**config.mk**
```make
export PLATFORM = sky130hd
export DESIGN_NAME = xst_queue
export DESIGN_NICKNAME = d
export VERILOG_FILES = /design/src/rtl/xst_queue.sv
export SDC_FILE = /design/constraint.sdc
export NUM_CORES = 1
export LEC_CHECK = 0
export CAP_MARGIN = 20
export CORE_ASPECT_RATIO = 0.8
export CORE_UTILIZATION = 40
export CTS_CLUSTER_DIAMETER = 150
export DETAILED_ROUTE_END_ITERATION = 10
export GPL_ROUTABILITY_DRIVEN = 0
export PLACE_DENSITY_LB_ADDON = 0.1
export SYNTH_ARGS = -nofsm -noshare
export SYNTH_HDL_FRONTEND = slang
export SYNTH_SLANG_ARGS = --single-unit
```
**constraint.sdc**
```tcl
create_clock -name clk_i -period 3.15 [get_ports clk_i]
set_input_delay 0.4725 -clock clk_i [delete_from_list [all_inputs] [get_ports clk_i]]
set_output_delay 0.4725 -clock clk_i [all_outputs]
set_load 0.005 [all_outputs]
```
**src/rtl/xst_queue.sv**
```systemverilog
// xst_queue: host-side sequencer that feeds 64-bit words to the xst shift engine and returns captured results.
// Latency: a TX push in cycle n can load in cycle n+2; a result is visible on rx_valid_o the cycle after CAPTURE.
// Backpressure: tx_ready_o drops while the TX queue is full; no load starts unless RX has room for the result.

// Generic circular FIFO: power-of-two depth, pointers plus occupancy count.
// Latency: a pushed word is at the head one cycle after the push; dat_o is the combinational head.
// Backpressure: a push while full and a pop while empty are ignored; the caller gates them with cnt_o.
module xst_fifo #(
    parameter int W         = 8,
    parameter int DEPTH     = 4,
    parameter int LOG2DEPTH = 2
) (
    input  logic                 clk_i,
    input  logic                 reset_ni,
    input  logic                 push_i,
    input  logic [W-1:0]         dat_i,
    input  logic                 pop_i,
    output logic [W-1:0]         dat_o,
    output logic [LOG2DEPTH:0]   cnt_o
);
    localparam logic [LOG2DEPTH:0] FULL_CNT = DEPTH[LOG2DEPTH:0];

    logic [W-1:0]           mem_q [DEPTH];
    logic [LOG2DEPTH-1:0]   wptr_q, rptr_q;
    logic [LOG2DEPTH:0]     cnt_q;
    logic                   do_push, do_pop;

    assign do_push = push_i && (cnt_q != FULL_CNT);
    assign do_pop  = pop_i && (cnt_q != '0);
    assign dat_o   = mem_q[rptr_q];
    assign cnt_o   = cnt_q;

    // Pointer and occupancy update; pointers wrap naturally at DEPTH.
    always_ff @(posedge clk_i or negedge reset_ni) begin
        if (!reset_ni) begin
            wptr_q <= '0;
            rptr_q <= '0;
            cnt_q  <= '0;
        end else begin
            if (do_push) wptr_q <= wptr_q + 1'b1;
            if (do_pop)  rptr_q <= rptr_q + 1'b1;
            case ({do_push, do_pop})
                2'b10:   cnt_q <= cnt_q + 1'b1;
                2'b01:   cnt_q <= cnt_q - 1'b1;
                default: cnt_q <= cnt_q;
            endcase
        end
    end

    // Storage array; contents are only observed through a valid head, so no reset.
    always_ff @(posedge clk_i) begin
        if (do_push) mem_q[wptr_q] <= dat_i;
    end
endmodule

module xst_queue #(
    parameter int DEPTH     = 4,
    parameter int LOG2DEPTH = 2
) (
    input  logic                 clk_i,
    input  logic                 reset_ni,
    input  logic                 tx_valid_i,
    output logic                 tx_ready_o,
    input  logic [63:0]          tx_dat_i,
    input  logic [5:0]           tx_bits_i,
    input  logic                 tx_rev_i,
    output logic [LOG2DEPTH:0]   tx_level_o,
    output logic                 rx_valid_o,
    input  logic                 rx_ready_i,
    output logic [63:0]          rx_dat_o,
    output logic [5:0]           rx_bits_o,
    output logic                 xst_we_o,
    output logic                 xst_wer_o,
    output logic                 xst_oe_o,
    output logic                 xst_oer_o,
    output logic [63:0]          xst_dat_o,
    output logic [5:0]           xst_bits_o,
    input  logic                 xst_idle_i,
    input  logic [63:0]          xst_dat_i
);
    typedef enum logic [1:0] {S_IDLE, S_LOAD, S_BUSY, S_CAPTURE} state_t;

    typedef struct packed {
        logic        rev;
        logic [5:0]  bits;
        logic [63:0] dat;
    } tx_ent_t;

    typedef struct packed {
        logic [5:0]  bits;
        logic [63:0] dat;
    } rx_ent_t;

    localparam logic [LOG2DEPTH:0]   FULL_CNT = DEPTH[LOG2DEPTH:0];
    localparam logic [LOG2DEPTH+1:0] DEPTH_W  = DEPTH[LOG2DEPTH+1:0];

    state_t               state_q, state_d;
    logic                 cur_rev_q, cur_rev_d;
    logic [5:0]           cur_bits_q, cur_bits_d;
    logic                 busy_first_q, busy_first_d;

    tx_ent_t              tx_in, tx_head;
    rx_ent_t              rx_in, rx_head;
    logic [LOG2DEPTH:0]   tx_cnt, rx_cnt;
    logic                 tx_push, tx_pop, rx_push, rx_pop;
    logic                 inflight;
    logic [LOG2DEPTH+1:0] rx_used;
    logic                 rx_room;

    assign tx_in      = '{rev: tx_rev_i, bits: tx_bits_i, dat: tx_dat_i};
    assign tx_ready_o = (tx_cnt != FULL_CNT);
    assign tx_push    = tx_valid_i && tx_ready_o;
    assign tx_pop     = (state_q == S_LOAD);
    assign tx_level_o = tx_cnt;

    xst_fifo #(.W($bits(tx_ent_t)), .DEPTH(DEPTH), .LOG2DEPTH(LOG2DEPTH)) u_tx_fifo (
        .clk_i    (clk_i),
        .reset_ni (reset_ni),
        .push_i   (tx_push),
        .dat_i    (tx_in),
        .pop_i    (tx_pop),
        .dat_o    (tx_head),
        .cnt_o    (tx_cnt)
    );

    assign rx_in      = '{bits: cur_bits_q, dat: xst_dat_i};
    assign rx_push    = (state_q == S_CAPTURE);
    assign rx_valid_o = (rx_cnt != '0);
    assign rx_pop     = rx_valid_o && rx_ready_i;
    assign rx_dat_o   = rx_valid_o ? rx_head.dat  : 64'd0;
    assign rx_bits_o  = rx_valid_o ? rx_head.bits : 6'd0;

    xst_fifo #(.W($bits(rx_ent_t)), .DEPTH(DEPTH), .LOG2DEPTH(LOG2DEPTH)) u_rx_fifo (
        .clk_i    (clk_i),
        .reset_ni (reset_ni),
        .push_i   (rx_push),
        .dat_i    (rx_in),
        .pop_i    (rx_pop),
        .dat_o    (rx_head),
        .cnt_o    (rx_cnt)
    );

    // A transfer holds an RX slot from LOAD until its CAPTURE push lands in rx_cnt,
    // so the capture can never find RX full.
    assign inflight = (state_q != S_IDLE);
    assign rx_used  = {1'b0, rx_cnt} + {{(LOG2DEPTH+1){1'b0}}, inflight};
    assign rx_room  = (rx_used < DEPTH_W);

    // Strobes decode only registered state, so each is a clean single-cycle pulse.
    assign xst_we_o   = (state_q == S_LOAD)    && !cur_rev_q;
    assign xst_wer_o  = (state_q == S_LOAD)    &&  cur_rev_q;
    assign xst_oe_o   = (state_q == S_CAPTURE) && !cur_rev_q;
    assign xst_oer_o  = (state_q == S_CAPTURE) &&  cur_rev_q;
    assign xst_dat_o  = (state_q == S_LOAD) ? tx_head.dat  : 64'd0;
    assign xst_bits_o = (state_q == S_LOAD) ? tx_head.bits : 6'd0;

    // State and per-transfer context registers.
    always_ff @(posedge clk_i or negedge reset_ni) begin
        if (!reset_ni) begin
            state_q      <= S_IDLE;
            cur_rev_q    <= 1'b0;
            cur_bits_q   <= 6'd0;
            busy_first_q <= 1'b0;
        end else begin
            state_q      <= state_d;
            cur_rev_q    <= cur_rev_d;
            cur_bits_q   <= cur_bits_d;
            busy_first_q <= busy_first_d;
        end
    end

    // Next-state logic. The head's rev/bits are latched on entry to LOAD (the head
    // cannot change before its own pop), so the LOAD strobe already decodes the right rev.
    always_comb begin
        state_d      = state_q;
        cur_rev_d    = cur_rev_q;
        cur_bits_d   = cur_bits_q;
        busy_first_d = 1'b0;
        case (state_q)
            S_IDLE: begin
                if ((tx_cnt != '0) && xst_idle_i && rx_room) begin
                    state_d    = S_LOAD;
                    cur_rev_d  = tx_head.rev;
                    cur_bits_d = tx_head.bits;
                end
            end
            S_LOAD: begin
                state_d      = S_BUSY;
                busy_first_d = 1'b1;
            end
            S_BUSY: begin
                // xst's idle flag still reads 1 in the cycle right after the load.
                if (!busy_first_q && xst_idle_i) state_d = S_CAPTURE;
            end
            S_CAPTURE: begin
                state_d = S_IDLE;
            end
            default: begin
                state_d = S_IDLE;
            end
        endcase
    end
endmodule

```
==> metrics.md <==
| Metric | Value |
|---|---|
| Die area | `57370 µm²` |
| Inserted Clock Buffers | `58` |
| Clock root buffer | `clkbuf_16` |
| Largest net degree at the start of global routing | `74` |
| Tmin final | `3.076 ns` |
| Final setup vio count | `0` |
| GRT Total Usage | `0.1637` |
| Pwr Total | `26.19 mW` |
| Core area | `55490 µm²` |
| Final antenna-violating net count | `0` |
| Flops & latches, synth | `588` |
| Clk slew on worst S/H paths | `0.06 ns` |
| CP delay by family, top | `buffers and inverters` |
| Clk_lat worst skew | `0.60 ns` |
| Setup Skew | `0.01572 ns` |
| Worst hold slack | `0.3468 ns` |
| Number of antenna violations at the first check in global routing | `7` |
| Number of max-cap violations | `0` |
| Slowest stage delay, CP | `0.54 ns` |
| DP Worst Slack | `0.5873 ns` |
| Worst path arrival time | `2.60 ns` |
| Leak | `9.396 nW` |
| Syn Nets | `1165` |
| Total grt overflow | `0` |
| Placed cell count | `2034` |
| Worst Max-Slew Pin Slew | `0.8188 ns` |
| CTS Buffer Depth | `3` |
| IO Pins | `289` |
| Slew headroom | `0.4524` |
| CTS tree | `built` |
| Setup repair after global routing missed its margin | `yes` |
| Total Wirelength | `46.58 mm` |
| Layout cells sized above 1 | `0.2047` |
| Post-layout net count | `1504` |
| Final count of hold timing violations | `0` |
| Max-slew violation count | `0` |
| Crit. End Element | `output port` |
| WP data required | `2.68 ns` |
| Cell area after synthesis | `22560 µm²` |
| WS Path Type | `register to output port` |
| Fillers | `4503` |
| Pwr dens | `911.9 nW/µm²` |
| Setup_tns | `0 ns` |
| First-pass GRT wire length | `69.64 mm` |
| Count of different cell masters after synthesis | `31` |
| Post-route design area | `28720 µm²` |
| HPWL Detailed | `28.25 mm` |
| Seq/Total Area, Yosys | `0.7772` |
| DRT iter0 DRCs | `672` |
| Via-to-Cell Ratio | `4.949` |
| Mean Syn Cell Area | `22.36 µm²` |
| Fin crit share | `0.9765` |
| Fmax | `325.1 MHz` |
| Status | `complete, no violations` |
| CP max stage cell | `mux4_2` |
| Clock sinks | `588` |
| Hold Crit Class | `primary input to async pin` |
| Worst Path Buf+Inv | `2` |
| Peak supply drop | `555.7 µV` |
| Wire length per cell | `21.67 µm` |
| Initial core utilization | `0.4066` |
| DRC Markers | `0` |
| Drt pass-1 iters | `6` |
| H-tree depth | `2` |
| Final std cells w/o fill | `2149` |
| Crit Path Max Fanout | `15` |
| DP Area | `26710 µm²` |
| Worst Setup Slack, final | `0.07407 ns` |
| Row count | `77` |
| Post-Syn Instances | `1009` |
| Die H | `214.4 µm` |
| Routed vias | `10.64k` |
| Critical Path Start Type | `register` |
| Yosys warnings | `0` |
| Port Buffers | `288` |
| Layout area overhead | `27.27%` |
| Vias in the first global route | `11.32k` |
| Die X | `267.5 µm` |
| Final core occ | `0.5175` |
| Critical path, cell by cell | `buf_4, mux4_2, and2_1, clkdlybuf4s50_1` |
[cell usage after synthesis]
cell      instances  area, µm²
mux4_2          141       3176
a21boi_0          1      7.510
nor2b_1           3      18.77
clkbuf_1         26      97.59
or3b_1            1      8.760
nand3_1           2      10.01
xnor2_1           6      52.55
o31ai_1           1      7.510
a31oi_1           1      6.260
buf_2             7      35.03
xor2_1            6      52.55
mux2_2            9      101.4
buf_12            1      20.02
a21o_1            1      7.510
dfrtp_1          24      600.6
or3_1             3      18.77
nor2_1            3      11.26
buf_6             1      11.26
and2_1          149      932.1
o21ai_0           3      15.01
edfxtp_1        564      16940
nand2_1           3      11.26
and3_1            4      25.02
buf_4            13      97.59
fa_1              2      40.04
o211ai_1          1      7.510
ha_1             14      175.2
nand3_2           1      10.01
a21oi_1           1      5.000
or2_2             1      6.260
inv_1            16      60.06
[cell type report]
class	count	area, µm²	share of cell area
clock inverters	34	334.1	0.01163
diodes	2	5.005	0.0001743
multi-input cells	357	4750	0.1654
clock buffers	75	1579	0.05498
flip-flops and latches	588	17550	0.6112
well taps	750	938.4	0.03268
repair buffers	327	3500	0.1219
inverters	16	60.06	0.002091
[worst reg2reg max path: stages (launching register included)]
cell and delay [ns]:
dfrtp_1 0.40, or3_2 0.49, buf_6 0.26, and2_1 0.27, ha_1 0.24, inv_1 0.07
fa_1 0.17, xor2_1 0.15, nor2_1 0.07, xor2_1 0.14
[per-layer routing]
| metal | global-route usage | up-vias | wire length, µm |
|---|---|---|---|
| met5 | 0 | - | 52 |
| met4 | 0.04229 | 8 | 864 |
| met3 | 0.04754 | 75 | 3007 |
| met2 | 0.2732 | 229 | 23210 |
| met1 | 0.2097 | 5557 | 19450 |
| li1 | - | 4766 | - |
[worst paths after layout]
path                                      from                      to  slack, ns  depth (start not counted)
min                                   reset_ni     u_rx_fifo.rptr_q[0]       0.35                          1
min reg2reg                      cur_bits_q[2]  u_rx_fifo.mem_q[1][66]       0.51                          0
max reg2reg                 u_rx_fifo.cnt_o[0]      u_rx_fifo.cnt_o[2]       0.78                          9
max                        u_tx_fifo.rptr_q[0]           xst_dat_o[58]       0.07                          4
min in group clk_i                  rx_ready_i     u_rx_fifo.rptr_q[1]       0.48                          3
max in group asynchronous             reset_ni           cur_bits_q[0]       2.20                          2
[cells in the final DEF, fill, tap and decap left out, types with 2 or more instances in the layout]
cell type        Yosys  routed
dlymetal6s2s_1       0       2
nor2b_1              3       3
and2_1             149     145
clkinv_1             0      14
mux2_2               9       9
clkbuf_1            26      14
nor2_1               3       3
mux4_2             141     141
bufinv_16            0       7
or3_1                3       2
nand3_1              2       2
buf_12               1      21
clkbuf_16            0      62
clkinv_2             0      11
buf_4               13      12
fa_1                 2       2
diode_2              0       2
xor2_1               6       6
o21ai_0              3       3
ha_1                14      13
buf_6                1       3
and3_4               0       4
nand2_1              3       3
dfrtp_4              0       4
clkdlybuf4s50_1      0     286
xnor2_1              6       6
inv_1               16      16
and2_4               0       4
dfrtp_1             24      20
edfxtp_1           564     564
[registers in the layout (all words and copies together) (netlist names), 3 cells and up]
signal           cells
u_tx_fifo.mem_q    284
cur_bits_q           6
u_rx_fifo.mem_q    280
u_rx_fifo.cnt_o      3
u_tx_fifo.cnt_o      3
[cell families after synthesis]
kind of cell	after synthesis	synth area share
flip-flops	588	0.7772
adder cells (fa/ha/maj)	16	0.009538
AND/OR/NAND/NOR	170	0.04663
XOR/XNOR	12	0.004658
multiplexers	150	0.1452
AO/OA/AOI/OAI	9	0.002496
buffers and inverters	64	0.01425
[power breakdown]
group	total (mW)	switching [mW]	internal (mW)	leakage, nW
registers	10.6	0.520	10.1	5.41
clock network	6.91	2.82	4.09	0.936
logic	8.67	3.69	4.98	3.04
[what timing repair did]
action                                  CTS  global route
gates cloned                              0             1
resized for setup                         2             4
hold buffers                              0             0
setup buffers                             3             0
endpoints found under the setup margin   42            46
(Power assumes the default switching activity.)
